$ cat src/rtl/spi_pkg.sv
// -----------------------------------------------------------------------------
// spi_pkg
// Shared types for the SPI slave: controller state encoding and the helper
// that sizes the bit counter from the frame length.
// -----------------------------------------------------------------------------
package spi_pkg;

  typedef enum logic [1:0] {
    ST_IDLE  = 2'd0,  // CS high, waiting for a frame
    ST_SHIFT = 2'd1,  // CS low, shifting bits
    ST_ABORT = 2'd2   // CS rose mid-frame, partial word dropped
  } spi_state_e;

  // Bits needed to count 0..frame_len-1 (never less than one bit).
  function automatic int cnt_width(input int frame_len);
    return (frame_len > 2) ? $clog2(frame_len) : 1;
  endfunction

endpackage

$ cat src/rtl/spi_rx_fifo.sv
// -----------------------------------------------------------------------------
// spi_rx_fifo
// Receive word FIFO, RX_DEPTH entries (power of two), clocked by SCLK.
// A push on a full FIFO is accepted only when a pop happens on the same edge.
// Ports:
//   i_clk, i_rst_n     clock, async active-low reset
//   i_push, i_din      write request and data
//   i_pop              read request (ignored when empty)
//   o_dout             head of FIFO
//   o_empty, o_full    occupancy flags
// -----------------------------------------------------------------------------
module spi_rx_fifo #(
  parameter int WIDTH    = 8,
  parameter int RX_DEPTH = 4
) (
  input  logic             i_clk,
  input  logic             i_rst_n,
  input  logic             i_push,
  input  logic [WIDTH-1:0] i_din,
  input  logic             i_pop,
  output logic [WIDTH-1:0] o_dout,
  output logic             o_empty,
  output logic             o_full
);

  localparam int PTR_W = $clog2(RX_DEPTH);
  localparam int CNT_W = PTR_W + 1;

  logic [WIDTH-1:0] r_mem [RX_DEPTH];
  logic [PTR_W-1:0] r_wr, r_rd;
  logic [CNT_W-1:0] r_count;
  logic             w_do_push, w_do_pop;

  assign o_empty   = (r_count == '0);
  assign o_full    = (r_count == CNT_W'(RX_DEPTH));
  assign w_do_pop  = i_pop && !o_empty;
  assign w_do_push = i_push && (!o_full || w_do_pop);
  assign o_dout    = r_mem[r_rd];

  // Pointers are exactly PTR_W wide, so they wrap modulo RX_DEPTH.
  always_ff @(posedge i_clk or negedge i_rst_n) begin
    if (!i_rst_n) begin
      r_wr    <= '0;
      r_rd    <= '0;
      r_count <= '0;
    end else begin
      if (w_do_push) r_wr <= r_wr + 1'b1;
      if (w_do_pop)  r_rd <= r_rd + 1'b1;
      r_count <= r_count + CNT_W'(w_do_push) - CNT_W'(w_do_pop);
    end
  end

  always_ff @(posedge i_clk) begin
    if (w_do_push) r_mem[r_wr] <= i_din;
  end

endmodule

$ cat src/rtl/spi_slave_param.sv
// -----------------------------------------------------------------------------
// spi_slave_param
// SPI mode-0 style slave clocked entirely by SCLK. MOSI is sampled on rising
// edges, MISO changes on falling edges. Received words go to a small FIFO;
// transmit words are taken from a valid/ready style input at each frame start.
// Optional feature macro: SPI_SLAVE_PARITY_EN adds an even-parity bit after
// the data bits in both directions and the sticky o_parity_err output.
// Ports:
//   i_sclk, i_rst_n            SPI clock, async active-low reset
//   i_cs_n, i_mosi, o_miso     SPI bus (chip select active low)
//   i_tx_data/i_tx_valid       next word to send; o_tx_ready pulses on use
//   o_rx_data/o_rx_valid       FIFO head; i_rx_ready pops it
//   o_frame_done               pulse after each completed frame
//   o_overflow, o_underrun     sticky errors, cleared by i_clear_err
//   o_parity_err               sticky parity error (parity build only)
// -----------------------------------------------------------------------------
module spi_slave_param
  import spi_pkg::*;
#(
  parameter int               WIDTH     = 8,
  parameter int               LSB_FIRST = 1,
  parameter int               RX_DEPTH  = 4,
  parameter logic [WIDTH-1:0] FILL      = '0
) (
  input  logic             i_sclk,
  input  logic             i_rst_n,
  input  logic             i_cs_n,
  input  logic             i_mosi,
  output logic             o_miso,
  input  logic [WIDTH-1:0] i_tx_data,
  input  logic             i_tx_valid,
  output logic             o_tx_ready,
  output logic [WIDTH-1:0] o_rx_data,
  output logic             o_rx_valid,
  input  logic             i_rx_ready,
  output logic             o_frame_done,
  output logic             o_overflow,
  output logic             o_underrun,
`ifdef SPI_SLAVE_PARITY_EN
  output logic             o_parity_err,
`endif
  input  logic             i_clear_err
);

`ifdef SPI_SLAVE_PARITY_EN
  localparam int FRAME_LEN = WIDTH + 1;
`else
  localparam int FRAME_LEN = WIDTH;
`endif
  localparam int              CNT_W = cnt_width(FRAME_LEN);
  localparam logic [CNT_W-1:0] LAST = CNT_W'(FRAME_LEN - 1);

  spi_state_e           r_state;
  logic [CNT_W-1:0]     r_bit_cnt;
  logic [WIDTH-1:0]     r_rx_sr;
  logic [FRAME_LEN-1:0] r_tx_ord;
  logic                 r_miso;
  logic                 r_tx_ready, r_frame_done, r_overflow, r_underrun;
`ifdef SPI_SLAVE_PARITY_EN
  logic                 r_parity_err;
`endif

  logic [WIDTH-1:0]     w_tx_word, w_rx_next, w_rx_word;
  logic [FRAME_LEN-1:0] w_tx_ord;
  logic                 w_start, w_last, w_abort, w_full, w_empty, w_ovf;

  // Transmit word laid out in wire order: w_tx_ord[k] is the k-th bit sent.
  assign w_tx_word = i_tx_valid ? i_tx_data : FILL;
  for (genvar g = 0; g < WIDTH; g++) begin : g_ord
    assign w_tx_ord[g] = (LSB_FIRST != 0) ? w_tx_word[g] : w_tx_word[WIDTH-1-g];
  end
`ifdef SPI_SLAVE_PARITY_EN
  assign w_tx_ord[WIDTH] = ^w_tx_word;
`endif

  assign w_rx_next = (LSB_FIRST != 0) ? {i_mosi, r_rx_sr[WIDTH-1:1]}
                                      : {r_rx_sr[WIDTH-2:0], i_mosi};
`ifdef SPI_SLAVE_PARITY_EN
  // Last edge carries parity; the data word is already complete.
  assign w_rx_word = r_rx_sr;
`else
  assign w_rx_word = w_rx_next;
`endif

  assign w_start = !i_cs_n && (r_bit_cnt == '0);
  assign w_last  = !i_cs_n && (r_bit_cnt == LAST);
  assign w_abort = i_cs_n && (r_state == ST_SHIFT) && (r_bit_cnt != '0);
  // When full, the FIFO is non-empty, so rx_ready alone means a pop frees a slot.
  assign w_ovf   = w_last && w_full && !i_rx_ready;

  always_ff @(posedge i_sclk or negedge i_rst_n) begin
    if (!i_rst_n) begin
      r_state      <= ST_IDLE;
      r_bit_cnt    <= '0;
      r_rx_sr      <= '0;
      r_tx_ord     <= '0;
      r_tx_ready   <= 1'b0;
      r_frame_done <= 1'b0;
      r_overflow   <= 1'b0;
      r_underrun   <= 1'b0;
`ifdef SPI_SLAVE_PARITY_EN
      r_parity_err <= 1'b0;
`endif
    end else begin
      r_tx_ready   <= 1'b0;
      r_frame_done <= 1'b0;
      // Clear first so that an error raised on this same edge overrides it.
      if (i_clear_err) begin
        r_overflow   <= 1'b0;
        r_underrun   <= 1'b0;
`ifdef SPI_SLAVE_PARITY_EN
        r_parity_err <= 1'b0;
`endif
      end
      if (i_cs_n) begin
        r_state   <= w_abort ? ST_ABORT : ST_IDLE;
        r_bit_cnt <= '0;
        if (w_abort) r_rx_sr <= '0;
      end else begin
        r_state <= ST_SHIFT;
`ifdef SPI_SLAVE_PARITY_EN
        if (r_bit_cnt != LAST) r_rx_sr <= w_rx_next;
`else
        r_rx_sr <= w_rx_next;
`endif
        if (w_start) begin
          r_tx_ord <= w_tx_ord;
          if (i_tx_valid) r_tx_ready <= 1'b1;
          else            r_underrun <= 1'b1;
        end
        if (w_last) begin
          r_bit_cnt    <= '0;
          r_frame_done <= 1'b1;
          if (w_ovf) r_overflow <= 1'b1;
`ifdef SPI_SLAVE_PARITY_EN
          if ((^r_rx_sr) != i_mosi) r_parity_err <= 1'b1;
`endif
        end else begin
          r_bit_cnt <= r_bit_cnt + 1'b1;
        end
      end
    end
  end

  // Falling edge: present the bit for the position the counter now points at.
  always_ff @(negedge i_sclk or negedge i_rst_n) begin
    if (!i_rst_n) r_miso <= 1'b0;
    else          r_miso <= r_tx_ord[r_bit_cnt];
  end

  // Bit 0 comes straight from the input word so it is valid before the first
  // rising edge of the frame.
  assign o_miso = (i_rst_n && !i_cs_n) ? ((r_bit_cnt == '0) ? w_tx_ord[0] : r_miso)
                                       : 1'b0;

  spi_rx_fifo #(.WIDTH(WIDTH), .RX_DEPTH(RX_DEPTH)) u_rx_fifo (
    .i_clk   (i_sclk),
    .i_rst_n (i_rst_n),
    .i_push  (w_last),
    .i_din   (w_rx_word),
    .i_pop   (i_rx_ready),
    .o_dout  (o_rx_data),
    .o_empty (w_empty),
    .o_full  (w_full)
  );

  assign o_rx_valid   = !w_empty;
  assign o_tx_ready   = r_tx_ready;
  assign o_frame_done = r_frame_done;
  assign o_overflow   = r_overflow;
  assign o_underrun   = r_underrun;
`ifdef SPI_SLAVE_PARITY_EN
  assign o_parity_err = r_parity_err;
`endif

endmodule

$ cat config.mk
export PLATFORM = sky130hd
export DESIGN_NAME = spi_slave_param
export DESIGN_NICKNAME = d
export VERILOG_FILES = /design/src/rtl/spi_pkg.sv /design/src/rtl/spi_rx_fifo.sv /design/src/rtl/spi_slave_param.sv
export SDC_FILE = /design/constraint.sdc
export NUM_CORES = 1
export LEC_CHECK = 0
export BUFFER_PORTS_ARGS = -buffer_cell sky130_fd_sc_hd__clkbuf_2
export CELL_PAD_IN_SITES_DETAIL_PLACEMENT = 1
export CELL_PAD_IN_SITES_GLOBAL_PLACEMENT = 2
export CORE_UTILIZATION = 45
export CTS_CLUSTER_DIAMETER = 150
export CTS_CLUSTER_SIZE = 28
export DETAILED_ROUTE_END_ITERATION = 7
export GPL_TIMING_DRIVEN = 0
export PLACE_DENSITY_LB_ADDON = 0.1
export SLEW_MARGIN = 20
export SYNTH_ARGS = -nofsm -noshare
export SYNTH_HDL_FRONTEND = slang
export SYNTH_HIERARCHICAL = 1
export SYNTH_SLANG_ARGS = --single-unit
$ cat constraint.sdc
create_clock -name i_sclk -period 6.4 [get_ports i_sclk]
set_input_delay 0.96 -clock i_sclk [delete_from_list [all_inputs] [get_ports i_sclk]]
set_output_delay 0.96 -clock i_sclk [all_outputs]
set_load 0.01 [all_outputs]
Yosys cells after proc, flatten, opt, wreduce, memory -nomap -nowiden
Memories as Yosys holds them, arrays and structs flattened. Cells that the tools add are included.

Div/mod/pow operators: 0. Shifts and indexed selects: 0. Order comparisons: 1. Multipliers: 0. Reductions and logical operators: 18. Multiplexer cells: 26. Add/sub/neg operators: 5. Bitwise gates (word level): 1. Equal/unequal tests: 4.

Operators with widths (number): $mux W8 (3); $mux W1 (18); $logic_and A1 B1 Y1 (9); $eq A3 B3 Y1 const B (2); $logic_not A3 Y1 (2); $mux W3 (2); $add A2 B1 Y2 const B (2); $logic_not A1 Y1 (4); $lt A3 B4 Y1 const B (1); $mux W2 (2); $add A3 B1 Y3 (1); $add A3 B1 Y3 const B (1); $bmux W1 S3 (1); $reduce_bool A3 Y1 (1); $sub A3 B1 Y3 (1); $eq A2 B1 Y1 const B (1); $ne A2 B1 Y1 const B (1); $reduce_and A2 Y1 (1); $logic_or A1 B1 Y1 (1); $not A1 Y1 (1).

Input port bits: 15. Word-level logic and storage cells: 68. Memories kept: 1. Output and inout bits: 14. ROM bits: 0. Bits in writable memories: 32. Register bits after elaboration: 33. Latch bits: 0.

Memories: u_rx_fifo.r_mem (depth 4, bits a word 8, rd ports 1, clocked after memory_dff 0, wr ports 1, RTL line spi_rx_fifo.sv:29) `logic [WIDTH-1:0] r_mem [RX_DEPTH];`.

Logic depth before layout (Yosys ltp)
Gate-level depths: netlist (run 1).

Depth after elaboration: 7. Depth in mapped cells: 9. Mapped depth without buffers: 9.

Hierarchy
Netlist (run 1), hierarchy kept.

By module, submodules not included: spi_rx_fifo (area each 1577.8 µm², cells each 77, sequential area each 1136.1 µm², times used 1); spi_slave_param (area each 1063.5 µm², cells each 89, sequential area each 625.6 µm², times used 1).

==> results of run 1 <==
[routing by layer]
layer | vias up | GRT usage (%)
met5 | - | 0
met4 | 0 | 9.44
met3 | 9 | 4.42
met2 | 33 | 28.8
met1 | 722 | 22.0
li1 | 673 | -
[cells by family after synthesis]
group | Yosys count | synth area share [%]
fa+ha+maj | 9 | 4.55
flops | 64 | 66.7
buf+inv | 18 | 3.22
xor+xnor | 5 | 1.66
simple gates | 37 | 7.39
mux | 11 | 9.10
compound gates | 22 | 7.39
[cell usage after synthesis, drive strengths merged (2+ instances only)]
master  number
nor3b        2
nor3         2
edfxtp      32
dfrtp       31
nor2         3
and2         5
xnor2        4
a22o         7
o21ai        8
ha           8
mux4        10
buf          5
inv         12
and2b        2
nand2       19
[state kept, by name, summed over array words and instances (netlist names)]
register           count
r_miso                 1
r_rx_sr                7
o_frame_done           1
o_tx_ready             1
o_overflow             1
u_rx_fifo/r_count      3
r_tx_ord               8
u_rx_fifo/r_mem       32
u_rx_fifo/r_rd         2
u_rx_fifo/r_wr         2
r_bit_cnt              3
r_state                2
o_underrun             1
[metrics by stage]
step / util [%] / total power (W)
3_5_place_dp: 51.4 / 0.000769
3_3_place_gp: 51.4 / 0.000752
6_report: 54.8 / 0.00108
5_1_grt: 54.8 / 0.00115
2_1_floorplan: - / 0.000689
4_1_cts: 54.8 / 0.00110
[worst min-delay path, cell delays in order, from the launching register on]
cell	delay [ns]
dfrtp_1	0.34
nand2_1	0.05
o21ai_0	0.06
[cell type report]
type,instances,area (um2),area share (%)
Timing Repair Buffer,27,135,4.42
Clock buffer,10,128,4.18
Sequential cell,64,1760,57.7
Inverter,13,48.8,1.60
Clock inverter,6,60.1,1.97
Tap cell,72,90.1,2.95
Buffer,5,36.3,1.19
Multi-Input combinational cell,84,795,26.0
[final timing paths]
kind / from / to / slack [ns] / cells after the start
setup / recovery: r_miso / o_miso / 1.14 / 3
hold / removal: r_tx_ord[1] / r_tx_ord[1] / 0.48 / 2
setup reg to reg: r_bit_cnt[0] / r_miso / 1.87 / 3
hold reg to reg: r_tx_ord[1] / r_tx_ord[1] / 0.48 / 2
max in group asynchronous: i_rst_n / r_miso / 2.05 / 1
min in group asynchronous: i_rst_n / u_rx_fifo/r_count[1] / 0.71 / 1
[power by group through the flow]
stage | sequential [W] | combinational (W) | clock (W)
finish | 0.000511 | 0.000244 | 0.000326
global route | 0.000517 | 0.000277 | 0.000352
CTS | 0.000511 | 0.000251 | 0.000338
detailed placement | 0.000520 | 0.000249 | 0
global placement | 0.000515 | 0.000237 | 0
floorplan | 0.000510 | 0.000178 | 0
==> out/qor.yml, run 1 <==
clocking:
  root_buffer: "clkbuf_8"
  clkSinkCount: 64
  numCtsBuffers: 9
  cts.clk_slew.worst_paths_ns: 0.07
  htreeDepth: 3
  cts_buffer_depth: 2
  clk_latency_ns: 0.33
  hold_buffers: 0
  post_cts_buffers: 0
  cts_tree: "built"
  cts_resized: 0
critical_path:
  cp-end-kind: "output port"
  worstPathRequired_ns: 5.44
  crit_path_max_fanout: 1
  crit_arrival_ns: 4.30
  path_class: "flip-flop to output port"
  slowest_stage: "dfrtn_1"
  cp_slowest_stage_delay_ns: 0.32
  crit_family: "flip-flops"
  crit_buf_inv: 1
  path_cells: "and2_0, o211a_1, clkbuf_2"
  critPathLaunchType: "flip-flop"
timing:
  finalSetupTns_ns: 0
  fin_skew_ns: 0.0104
  slew_headroom_pct: 44.6
  rsz0062_at_grt: "false"
  hold_viol: 0
  tightest_slew_ns: 0.830
  hold_slack_ns: 0.482
  finalSetupViolCount: 0
  finalWorstSetupSlack_ns: 1.14
  maxSlewViolCount: 0
yosys:
  synth_edf_count: 32
  synth_area_um2: 2640
  synthArstFlopShare_pct: 50.0
  ys.flop_type: "edfxtp_1"
  synth_top_area_share_pct: 36.4
  syn_inst: 166
  synth_top_area_cell: "edfxtp_1"
  synthDistinctLibCells: 36
  synth_seq_cells: 64
  ys_seq_area_share_pct: 66.7
  synth_nets: 190
  synth_area_leaders: "edfxtp_1 36%, dfrtp_1 29%, mux4_2 8.5%, ha_1 3.8%, nand2_1 2.7%"
  ys_warn_count: 6
  syn_area_per_cell_um2: 15.9
routing:
  dr_wl_met2_um: 2350
  wl_per_cell_um: 16.2
  drt-initial-drc-count: 69
  via_count: 1437
  met1_length_um: 1940
  drt_wl_total_um: 4550
  dr.pass1.iters: 4
  drc_errors: 0
  vias_per_cell: 5.11
  wl_met3_um: 166
  ant_nets: 0
  maxUsedRoutingLayer: "met4"
final_layout:
  fillers: 555
  finalInstanceArea_um2: 3050
  final_common_cell: "edfxtp_1"
  stdcell_count: 281
  drive_above_1_share_pct: 30.1
  final_cell_mix: "32 x edfxtp_1, 31 x dfrtp_1, 27 x clkbuf_2"
  diodes: 0
  areaGrowthSynthToFinish_pct: 15.6
  fin_nets: 228
flow_run:
  maxCapViolations: 0
floorplanning:
  initial_core_util_pct: 47.4
  io_pins: 29
  rows: 27
  die_y_um: 78.6
  die_w_um: 78.6
  die_area_um2: 6180
  coreArea_um2: 5570
placement:
  post-place-cells: 265
  dp_slack_ns: 1.47
  portBuffers: 27
  gp_congestion: 0.714
  dp_hpwl_um: 3220
  place_area_um2: 2870
grt:
  antenna_found_initial: 0
  grt_usage_pct: 17.8
  grt_pass1_vias: 1542
  grt_start_max_net_pins: 34
  grt_overflow: 0
  grt_pass1_wl_um: 7870
pwr:
  max-vdd-ir-drop_mv: 0.208
  power_frac_comb_pct: 22.6
  p_leak_nw: 1.31
  power.share.clock_pct: 30.2
  pwr_density_cell_nw_per_um2: 354
  swShare_pct: 28.1
  p_seq_share_pct: 47.3
  p_int_w: 0.000777
  switchingPower_w: 0.000304
run_status:
  run_status: "complete, no violations"
hold_path:
  hold_path_class: "flip-flop to flip-flop"
Note: power is estimated with default switching activity, not from simulation.
==> inputs of run 2 (changes only) <==
- ABC_AREA: default -> 1
- CORE_UTILIZATION: 45 -> 34
- clock period: 6.4 -> 4.3 ns (I/O delays scaled with it)
==> out/qor.yml, run 2 <==
routing:
  met1_length_um: 2810  # +45%
  dr.pass1.iters: 4  # unchanged
  wl_per_cell_um: 13.9  # -14%
  drt-initial-drc-count: 38  # -45%
  wl_met3_um: 127  # -23%
  drc_errors: 0  # unchanged
  dr_wl_met2_um: 2680  # +14%
  drt_wl_total_um: 5760  # +26%
  via_count: 1865  # +30%
  maxUsedRoutingLayer: "met4"
  vias_per_cell: 4.50  # -12%
  ant_nets: 0  # unchanged
yosys:
  synth_nets: 292  # +54%
  yosysMostFrequentCell: "nand2_1"
  synth_top_area_cell: "edfxtp_1"
  synthDistinctLibCells: 25  # -31%
  syn_inst: 268  # +61%
  syn_area_per_cell_um2: 10.4  # -35%
  synth_common_cells: "64 x nand2_1, 32 x edfxtp_1, 31 x dfrtp_1, 30 x nor2_1, 29 x inv_1"
  synth_seq_cells: 64  # unchanged
  synth_edf_count: 32  # unchanged
  synthArstFlopShare_pct: 50.0  # unchanged
  ys_seq_area_share_pct: 63.4  # -3.3 points
  ys_warn_count: 6  # unchanged
  synth_area_leaders: "edfxtp_1 35%, dfrtp_1 28%, nand2_1 8.6%, nor2_1 4.1%, inv_1 3.9%"
  synth_area_um2: 2780  # +5.2%
  synth_top_area_share_pct: 34.6  # -1.8 points
  ys.flop_type: "edfxtp_1"
clocking:
  post_cts_buffers: 0  # unchanged
  cts.clk_slew.worst_paths_ns: 0.07  # about the same
  clk_latency_ns: 0.34  # about the same
  clkSinkCount: 64  # unchanged
  cts_buffer_depth: 2  # unchanged
  hold_buffers: 0  # unchanged
  numCtsBuffers: 9  # unchanged
  cts_resized: 0  # unchanged
  htreeDepth: 3  # unchanged
  root_buffer: "clkbuf_8"
  cts_tree: "built"
timing:
  tightest_slew_ns: 0.855  # +0.0241 ns
  hold_viol: 0  # unchanged
  rsz0062_at_grt: "false"
  fin_skew_ns: 0.0123  # +0.00194 ns
  finalSetupViolCount: 0  # unchanged
  finalSetupTns_ns: 0  # unchanged
  maxSlewViolCount: 0  # unchanged
  slew_headroom_pct: 43.0  # -1.6 points
grt:
  grt_start_max_net_pins: 34  # unchanged
  grt_pass1_wl_um: 9750  # +24%
  grt_usage_pct: 15.7  # -2.1 points
  antenna_found_initial: 0  # unchanged
  grt_overflow: 0  # unchanged
  grt_pass1_vias: 1914  # +24%
hold_path:
  hold_path_class: "primary input to async pin"
critical_path:
  crit_arrival_ns: 3.19  # -1.11 ns
  cp-end-kind: "output port"
  regToRegStartpoint: "r_bit_cnt[0]"
  critPathLaunchType: "flip-flop"
  startpoint: "r_miso"
  reg2regPathDepth: 6  # +3
  worstPathRequired_ns: 3.65  # -1.79 ns
  endpoint: "o_miso"
  reg2reg_slack_ns: 1.06  # -0.81 ns
  path_class: "flip-flop to output port"
  rr_endpoint: "r_miso"
  crit_path_max_fanout: 1  # unchanged
pwr:
  max-vdd-ir-drop_mv: 0.160  # -23%
  p_leak_nw: 1.50  # +15%
  p_total_w: 0.00178  # +65%
  pwr_density_cell_nw_per_um2: 548  # +55%
final_layout:
  final_cell_mix: "64 x nand2_1, 32 x edfxtp_1, 31 x dfrtp_1"
  fin_nets: 331  # +45%
  final_common_cell: "nand2_1"
  areaGrowthSynthToFinish_pct: 17.1
  largest_register_ffs: 32  # unchanged
  reg_top3: "u_rx_fifo/r_mem (32), r_tx_ord (8), r_rx_sr (7)"
  drive_above_1_share_pct: 20.8  # -9.3 points
  diodes: 0  # unchanged
  max_flop_register: "u_rx_fifo/r_mem"
floorplanning:
  die_w_um: 92.4  # +18%
  die_area_um2: 8540  # +38%
  die_y_um: 92.4  # +18%
  io_pins: 29  # unchanged
  initial_core_util_pct: 35.6  # -12 points
  coreArea_um2: 7810  # +40%
  rows: 32  # +19%
placement:
  gp_congestion: 0.701  # -1.9%
  dp_hpwl_um: 3990  # +24%
  portBuffers: 28  # +3.7%
flow_run:
  maxCapViolations: 0  # unchanged
run_status:
  run_status: "complete, no violations"
-- run 2: cell count changes after synthesis, sizes merged, moves of 10 or more --
cell	previous run	this run
nand3	0	19
inv	12	34
o21ai	8	26
mux4	10	0
nor2	3	34
nand2	19	69
-- run 2: per-layer routing --
layer / up-vias / track usage, %
li1: 943 / -
met1: 894 / 20.7
met2: 18 / 24.1
met3: 10 / 2.46
met4: 0 / 9.77
met5: - / 0
-- run 2: cells by family (layout without fill, tap and decap cells) --
logic type | count (synthesis) | after routing | share of synthesized area [%]
compound gates | 29 | 29 | 5.31
flops | 64 | 64 | 63.4
fa+ha+maj | 9 | 9 | 4.32
simple gates | 124 | 124 | 19.3
buf+inv | 40 | 84 | 7.02
xor+xnor | 2 | 2 | 0.630
-- run 2: final cells by class --
cell class	count	area, um2
Fill cell	907	4550
Sequential cell	64	1760
Multi-Input combinational cell	164	822
Timing Repair Buffer	28	140
Inverter	35	139
Clock buffer	10	138
Tap cell	102	128
Clock inverter	6	68.8
Buffer	5	56.3
-- run 2: through the flow --
| step | instance area [um2] | util, % | hold slack (ns) | std cells | worst slack (ns) |
|---|---|---|---|---|---|
| final | 3250 | 41.7 | 0.400 | 414 | 0.465 |
| after CTS | 3250 | 41.7 | 0.424 | 414 | 0.442 |
| after floorplan | 2780 | - | 0.349 | 268 | 0.868 |
| after global placement | 3050 | 39.0 | 0.466 | 398 | 0.815 |
| after global routing | 3250 | 41.7 | 0.472 | 414 | 0.382 |
| after detailed placement | 3050 | 39.0 | 0.469 | 398 | 0.810 |
-- run 2: worst max-delay path, stage by stage (launching register included) --
cell and delay (ns):
dfrtn_1 0.39, nand2_1 0.05, a21oi_1 0.13, clkbuf_2 0.14
-- run 2: report_power, final --
| part | total, W | switching (W) | internal [W] |
|---|---|---|---|
| sequential | 0.000757 | 0.0000491 | 0.000708 |
| clock | 0.000530 | 0.000245 | 0.000285 |
| combinational | 0.000496 | 0.000300 | 0.000196 |
-- run 2: worst min path at each step --
stage,slack (ns),to,start,depth (start not counted)
2_1_floorplan,0.35,o_frame_done,i_rst_n,0
3_3_place_gp,0.47,r_tx_ord[7],r_tx_ord[7],2
3_5_place_dp,0.47,r_tx_ord[4],r_tx_ord[4],2
4_1_cts,0.42,r_state[1],i_rst_n,1
5_1_grt,0.47,r_tx_ord[6],i_rst_n,1
6_report,0.40,r_state[1],i_rst_n,1
